`src/rtl/syscall_sequencer.sv`:
```
// Multi-cycle syscall service sequencer: decodes V0/A0 at writeback, stalls the pipeline,
// and streams integers, characters and memory strings onto valid/ready console ports.
module syscall_sequencer #(
    parameter int MAX_STR_LEN = 256,
    parameter bit BIG_ENDIAN  = 1'b0
) (
    input  logic        clk,
    input  logic        rst,
    input  logic        Syscall,
    input  logic [31:0] V0,
    input  logic [31:0] A0,
    output logic [31:0] StrPrintAddr,
    input  logic [31:0] StrPrint,
    output logic        CharValid,
    output logic [7:0]  CharData,
    input  logic        CharReady,
    output logic        IntValid,
    output logic [31:0] IntData,
    input  logic        IntReady,
    output logic        Stall,
    output logic        Halt,
    output logic        BadSyscall,
    output logic        Truncated
);

    localparam int CntWidth = $clog2(MAX_STR_LEN + 1);
    localparam logic [CntWidth-1:0] LastCnt = CntWidth'(MAX_STR_LEN - 1);

    typedef enum logic [2:0] {IDLE, INT, CHAR, STR, HALT} state_t;

    state_t              state;
    logic [31:0]         ptr;
    logic [31:0]         arg;
    logic [CntWidth-1:0] cnt;

    logic [1:0] lane;
    logic [7:0] strByte;
    logic       knownCode;
    logic       strHandshake;

    always_comb begin
        // NOTE: every signal driven here gets a value on every path first, so no latch is inferred.
        lane         = BIG_ENDIAN ? ~ptr[1:0] : ptr[1:0];
        strByte      = StrPrint[{lane, 3'b000} +: 8];
        knownCode    = (V0 == 32'd1) || (V0 == 32'd4) || (V0 == 32'd10) || (V0 == 32'd11);
        strHandshake = (state == STR) && (strByte != 8'h00) && CharReady;

        Stall        = (state != IDLE) || (Syscall && knownCode);
        Halt         = (state == HALT);
        BadSyscall   = (state == IDLE) && Syscall && !knownCode;
        Truncated    = strHandshake && (cnt == LastCnt);
        StrPrintAddr = 32'd0;
        CharValid    = 1'b0;
        CharData     = 8'd0;
        IntValid     = 1'b0;
        IntData      = 32'd0;

        case (state)
            INT: begin
                IntValid = 1'b1;
                IntData  = arg;
            end
            CHAR: begin
                CharValid = 1'b1;
                CharData  = arg[7:0];
            end
            STR: begin
                // The terminator byte reads as zero, so CharData stays 0 when nothing is offered.
                StrPrintAddr = {ptr[31:2], 2'b00};
                CharValid    = (strByte != 8'h00);
                CharData     = strByte;
            end
            default: ;
        endcase
    end

    always_ff @(posedge clk) begin
        if (rst) begin
            // NOTE: sequential state uses non-blocking assignments so all registers update together.
            state <= IDLE;
            ptr   <= 32'd0;
            arg   <= 32'd0;
            cnt   <= '0;
        end else begin
            case (state)
                IDLE: begin
                    if (Syscall) begin
                        case (V0)
                            32'd1: begin
                                state <= INT;
                                arg   <= A0;
                            end
                            32'd4: begin
                                state <= STR;
                                ptr   <= A0;
                                cnt   <= '0;
                            end
                            32'd11: begin
                                state <= CHAR;
                                arg   <= A0;
                            end
                            32'd10:  state <= HALT;
                            default: ;
                        endcase
                    end
                end
                INT:  if (IntReady) state <= IDLE;
                CHAR: if (CharReady) state <= IDLE;
                STR: begin
                    if (strByte == 8'h00) begin
                        state <= IDLE;
                    end else if (CharReady) begin
                        ptr <= ptr + 32'd1;
                        cnt <= cnt + CntWidth'(1);
                        if (cnt == LastCnt) state <= IDLE;
                    end
                end
                HALT:    ;
                default: state <= IDLE;
            endcase
        end
    end

endmodule

```
`config.mk`:
```
export PLATFORM = sky130hd
export DESIGN_NAME = syscall_sequencer
export DESIGN_NICKNAME = d
export VERILOG_FILES = /design/src/rtl/syscall_sequencer.sv
export SDC_FILE = /design/constraint.sdc
export NUM_CORES = 1
export LEC_CHECK = 0
export BUFFER_PORTS_ARGS = -buffer_cell sky130_fd_sc_hd__buf_4
export CAP_MARGIN = 20
export CELL_PAD_IN_SITES_DETAIL_PLACEMENT = 2
export CELL_PAD_IN_SITES_GLOBAL_PLACEMENT = 2
export CORE_ASPECT_RATIO = 1.5
export CORE_MARGIN = 2
export CORE_UTILIZATION = 25
export DETAILED_ROUTE_END_ITERATION = 10
export GPL_TIMING_DRIVEN = 0
export PLACE_DENSITY = 0.89
export SYNTH_ARGS = -nofsm -noshare
export SYNTH_HDL_FRONTEND = slang
export SYNTH_SLANG_ARGS = --single-unit
```
`constraint.sdc`:
```
create_clock -name clk -period 2.85 [get_ports clk]
set_input_delay 0.285 -clock clk [delete_from_list [all_inputs] [get_ports clk]]
set_output_delay 0.285 -clock clk [all_outputs]
set_load 0.02 [all_outputs]
```
### Word-level counts from Yosys, hierarchy flattened

Cells that the tools add are included.

| operators by class | value |
|---|---|
| add/sub/neg operators | 2 |
| equal/unequal tests | 18 |
| shift operators | 1 |
| muxes and demuxes | 23 |
| bitwise operators | 1 |
| reduce and logical (&&, ||, !) cells | 20 |

Operator list:

| cell | number |
|---|---|
| two-way mux 32 bit | 6 |
| equality test 32 x 4 -> 1 bit (second input constant) | 2 |
| case mux 32 bit (2 select lines) | 1 |
| two-way mux 9 bit | 4 |
| adder 32 x 1 -> 32 bit (second input constant) | 1 |
| equality test 32 x 1 -> 1 bit (second input constant) | 1 |
| equality test 32 x 3 -> 1 bit (second input constant) | 1 |
| indexed part select 32 x 6 -> 8 bit | 1 |
| two-way mux 3 bit | 6 |
| case mux 9 bit (2 select lines) | 1 |
| case mux 8 bit (2 select lines) | 1 |
| case mux 3 bit (5 select lines) | 1 |
| != test 2 bit (second input constant) | 6 |
| case mux 3 bit (4 select lines) | 1 |
| adder 9 x 1 -> 9 bit (second input constant) | 1 |
| equality test 9 x 8 -> 1 bit (second input constant) | 1 |
| zero test 8 bit | 1 |
| nonzero test 8 bit | 1 |
| AND reduction 7 bit | 1 |
| equality test 3 x 2 -> 1 bit (second input constant) | 2 |
| logical AND 1 bit | 6 |
| != test 5 bit (second input constant) | 1 |
| AND reduction 5 bit | 1 |
| logical OR 1 bit | 4 |
| 13 further kinds | 13 |

| storage, ports and cells | value |
|---|---|
| bits in registers | 76 |
| bits of input ports | 101 |
| output and inout bits | 78 |
| word-level logic and storage cells | 69 |

### Logic depth before layout (Yosys ltp)

| depth | value |
|---|---|
| depth after elaboration | 6 |
| mapped depth | 10 |
| gate-level depth less buffers | 10 |

### Least setup slack after synthesis

No wires, ideal clock.

| timing path | value |
|---|---|
| kind | register -> register |
| from | register ptr[0] |
| to | register ptr[22] |
| library setup time | 0.134 ns |
| arrival time | 2.621 ns |
| data required time | 2.716 ns |
| slack | 0.096 ns |
| stages on the path, launching flop included | 11 |
| path buffers | 4 |
| period minus slack after synthesis | 2.754 ns |
| cells stage by stage | dfxtp_1 > buf_6 > mux4_2 > or4_4 > o211a_1 > buf_6 > or2_1 > buf_6 > buf_6 > a22oi_1 > o22ai_1 |

| on the way | value |
|---|---|
| cells in the longest elaborated chain, start to end | 4 |
| elaborated cells on any way between the ends | 8 |

RTL lines:

| item | RTL line | text |
|---|---|---|
| start: declaration | 32 | `logic [31:0] ptr;` |
| start signal: assignment | 113 | `ptr <= ptr + 32'd1;` |
| adder 32 x 1 -> 32 bit or indexed part select 32 x 6 -> 8 bit (tied branches) | 113, 44 |  |
| two-way mux 32 bit or zero test 8 bit (tied branches) | 112, 110 |  |
| two-way mux 32 bit or != test 2 bit (tied branches) | - |  |
| case mux 32 bit (2 select lines) or AND reduction 5 bit (tied branches) | - |  |

Several ways; a longest one is shown, not always the timed one. The select of a mux whose other input is x is not followed.
A chain may end at the register's enable or synchronous reset.

### Worst setup path in the final report

| timing path | value |
|---|---|
| from | register state[2] |
| to | register ptr[6] |

| on the way | value |
|---|---|
| cells in the longest elaborated chain, start to end | 3 |
| elaborated cells on any way between the ends | 9 |

RTL lines:

| item | RTL line | text |
|---|---|---|
| start: declaration | 31 | `state_t state;` |
| start signal: assignment | 80 | `state <= IDLE;` |
| start signal: assignment | 90 | `state <= INT;` |
| start signal: assignment | 94 | `state <= STR;` |
| equality test 3 x 2 -> 1 bit or zero test 3 bit (tied branches) | 85 | `case (state)` |
| != test 2 bit (no line) or nonzero test 2 bit (tied branches) | - |  |
| AND reduction 5 bit (no line) | - |  |

Several ways; a longest one is shown, not always the timed one.

==> summary.md <==
| Metric | Value |
|---|---|
| Outcome | complete, but fails checks |
| Failing checks | negative setup slack |
| Post-synthesis adder-cell area fraction | 0.798% |
| Max-slew violations | 0 |
| # IOs | approximately 180 |
| Fmax achieved | 333 MHz |
| Synth Area per Inst | between 7 and 8 µm² |
| Crit path required time | 3.09 ns |
| Most frequent cell after synthesis | dfxtp_1 |
| CTS tree | yes |
| Area of the multi-input gates | 3120 µm² |
| VDD IR-drop max | 0.409 mV |
| Largest family of logic cells by synthesized area | simple AND/OR/NAND/NOR gates |
| CP endpoint kind | register |
| Worst slew pin tran | 0.901 ns |
| WL per Instance | 28.0 µm |
| Async set-or-reset flop fraction in the synthesized netlist | 0% |
| Simple-Gate Fraction of Synth Area | 30.6% |
| Post-route ant nets | 0 |
| Post-synthesis cell type count | 62 |
| Synth Area in Compound Gates | 19.4% |
| Global-route wire length before repair | 38400 µm |
| Initial antenna violation count | 2 |
| Routability cong. | around 0.87 |
| Post-DP HPWL | 17800 µm |
| Fillcell total | 2109 |
| Vias in the first global route | 6611 |
| Row cnt | slightly above 60 |
| Yosys top cell by area | dfxtp_1 |
| Hold endpoint | arg[16] |
| RSZ-0062 raised after global routing | yes |
| Cell Area, Synth | about 4700 µm² |
| Register-to-register setup slack | -0.16 ns |
| Slew headroom | approximately 40% |
| Period utilization | 106% |
| Reg clk slew, reported paths | 0.06 ns |
| Final worst slack | -0.157 ns |
| Reg2reg path depth | 7 |
| Pre-antenna DRT Iters | 5 |
| Cells along the critical path | clkbuf_1, nand3b_1, clkbuf_1, clkbuf_1, a21oi_1, or2_2, a21oi_1 |
| Reg2Reg Capture Point | ptr[6] |
| Initial core utilization | 25.5% |
| Clock Tree Buf Depth | 2 |
| FF+latch area | 1530 µm² |
| Xor/xnor share of the synthesized area | less than 1% |
| Cells after Synth | 592 |
| EDFF count, synth | 0 |
| Dpl ws | -0.374 ns |
| IO buf count | 176 |
| Top-area cell type share of the netlist area | 32.3% |
| Post-synthesis mux area share | 11.3% |
| Inserted Clock Buffers | 9 |
| Post-route core utilization | 38.9% |
| Startpoint Class | register |
| Largest net degree at the start of global routing | 20 |
| Total negative slack | -3.36 ns |
| Slowest cell on crit path | clkbuf_1 |
| # clock sinks | 76 |
| Top post-synthesis cells by area | dfxtp_1, and2_1, mux2i_1, a21oi_1, nor2_1 |
| Top_reg_cell synth | dfxtp_1 |
| PD cells | 345 nW/µm² |
| Area Growth Syn to Fin | 52.9% |
| Top cells by count, synth | dfxtp_1, and2_1, nor2_1 |
| Max FO, Critical Path | 10 |
| Drt via density | 5.78 |
| Final setup violating endpoints | 63 |
| Seq/Total Area, Yosys | 32.3% |
| DRT iter0 DRCs | 438 |
| Via count | 6138 |
| Clock tree root driver cell | clkbuf_16 |
| Critical Path Max Stage Delay | ~0.66 ns |
| Vertical die dimension | 172 µm |
| DRC errors left | 0 |
| Final-stage net count | 908 |
| Fin crit period | 3.01 ns |
| Total gr overflow | 0 |
| Max-Cap Viols | 0 |
| Worst Skew | 0.00955 ns |
| Worst r2r src | state[2] |
| Final hold violations | 0 |
| Cell family with most CP delay | buffers and inverters |
| Seq cells post-synth | 76 |
| Layout cells sized above 1 | 36.6% |
| Die X | 116 µm |
| Most used cell, CP | clkbuf_1 |
| H-tree levels | 3 |
| Bufs and invs on worst path | 3 |
| GRT Overall Usage | 25.9% |
| DIE AREA | 19900 µm² |
| Crit path kind | reg -> reg |
| Clock latency on the worst-skew pair | approximately 0.35 ns |
| Synth warn | 0 |
| Worst hold path depth | 3 |
| Leak pwr | 2.84 nW |
| Final wirelength | 29800 µm |
| CP arrival | 3.25 ns |
| Hold Path Class | in -> reg |
| Hold path start | A0[16] |
| CORE AREA | 18500 µm² |
[how the worst max path moves through the flow]
stage / from / end / slack [ns] / cells after the start
final: state[2] / ptr[6] / -0.16 / 7
after global routing: ptr[0] / state[1] / -0.21 / 8
after CTS: ptr[0] / ptr[7] / -0.09 / 11
after detailed placement: ptr[1] / ptr[22] / -0.37 / 10
after global placement: ptr[1] / ptr[22] / -0.29 / 10
after floorplan: ptr[0] / ptr[22] / 0.1 / 10
[cells by family after synthesis]
logic type	count (synthesis)
XOR/XNOR	2
AND/OR/NAND/NOR	278
adder cells (fa/ha/maj)	3
AO/OA/AOI/OAI	137
flip-flops	76
multiplexers	43
other	1
buffers and inverters	52
[worst register-to-register path, stage by stage (launching register included)]
cell,delay [ns]
dfxtp_1,0.31
clkbuf_1,0.38
nand3b_1,0.29
clkbuf_1,0.49
clkbuf_1,0.66
a21oi_1,0.19
or2_2,0.32
a21oi_1,0.27
[metal layers]
metal	wire length (µm)	vias up	GRT usage, %
met5	10	-	0
met4	2120	2	18.5
met3	1830	131	4.87
met2	15300	391	47.1
met1	10500	3037	26.0
li1	-	2577	-
[report_power, final]
group          internal (W)  total (W)      switching (W)
registers           0.00106    0.00106  0.000000000000529
clock network      0.000674    0.00118           0.000510
logic              0.000120   0.000236           0.000116
total               0.00185    0.00248           0.000625
[layout make-up]
| cell class | count | area share, % |
|---|---|---|
| clock inverters | 7 | 0.939 |
| well taps | 252 | 4.38 |
| multi-input cells | 465 | 43.4 |
| clock buffers | 9 | 3.13 |
| flip-flops and latches | 76 | 21.2 |
| inverters | 6 | 0.313 |
| repair buffers | 202 | 22.4 |
| plain buffers | 44 | 4.19 |
| diodes | 1 | 0.0348 |
[registers in the layout, indices dropped and copies added (netlist names)]
| signal | count |
|---|---|
| cnt | 9 |
| state | 3 |
| ptr | 32 |
| arg | 32 |
[per-stage QoR]
stage | hold WS (ns) | instances | cell area, µm² | power [W]
CTS | 0.189 | 1052 | 6870 | 0.00245
finish | 0.189 | 1062 | 7190 | 0.00248
detailed placement | 0.471 | 1022 | 6350 | 0.00130
global route | 0.193 | 1062 | 7190 | 0.00254
global placement | 0.441 | 1021 | 6340 | 0.00129
floorplan | 0.432 | 593 | 4710 | 0.00114
[layout by cell type (no fill, tap or decap), types with 5 or more instances in the layout]
| cell | count |
|---|---|
| o21ai_2 | 5 |
| nand2_1 | 52 |
| inv_1 | 6 |
| dfxtp_1 | 75 |
| and3_1 | 11 |
| clkbuf_2 | 8 |
| buf_6 | 7 |
| buf_4 | 193 |
| nor2_1 | 55 |
| a22o_1 | 8 |
| clkbuf_16 | 11 |
| clkbuf_1 | 22 |
| a21oi_1 | 46 |
| buf_12 | 6 |
| o21ai_0 | 15 |
| o32ai_1 | 8 |
| nand4_1 | 11 |
| mux2i_1 | 34 |
| nor2_2 | 5 |
| a31oi_1 | 6 |
| and2_1 | 63 |
| nor3_1 | 13 |
| o21ai_1 | 7 |
| nor3_2 | 6 |
| nand3_1 | 21 |
| nor4_1 | 11 |
| mux4_2 | 8 |
[timing repair]
action	CTS	global route
pin swaps	10	17
gates cloned	1	2
setup endpoints to repair	95	90
resized for setup	31	59
hold buffers	0	0
buffers inserted	14	8
No activity file was read; power rests on OpenSTA's default activity.
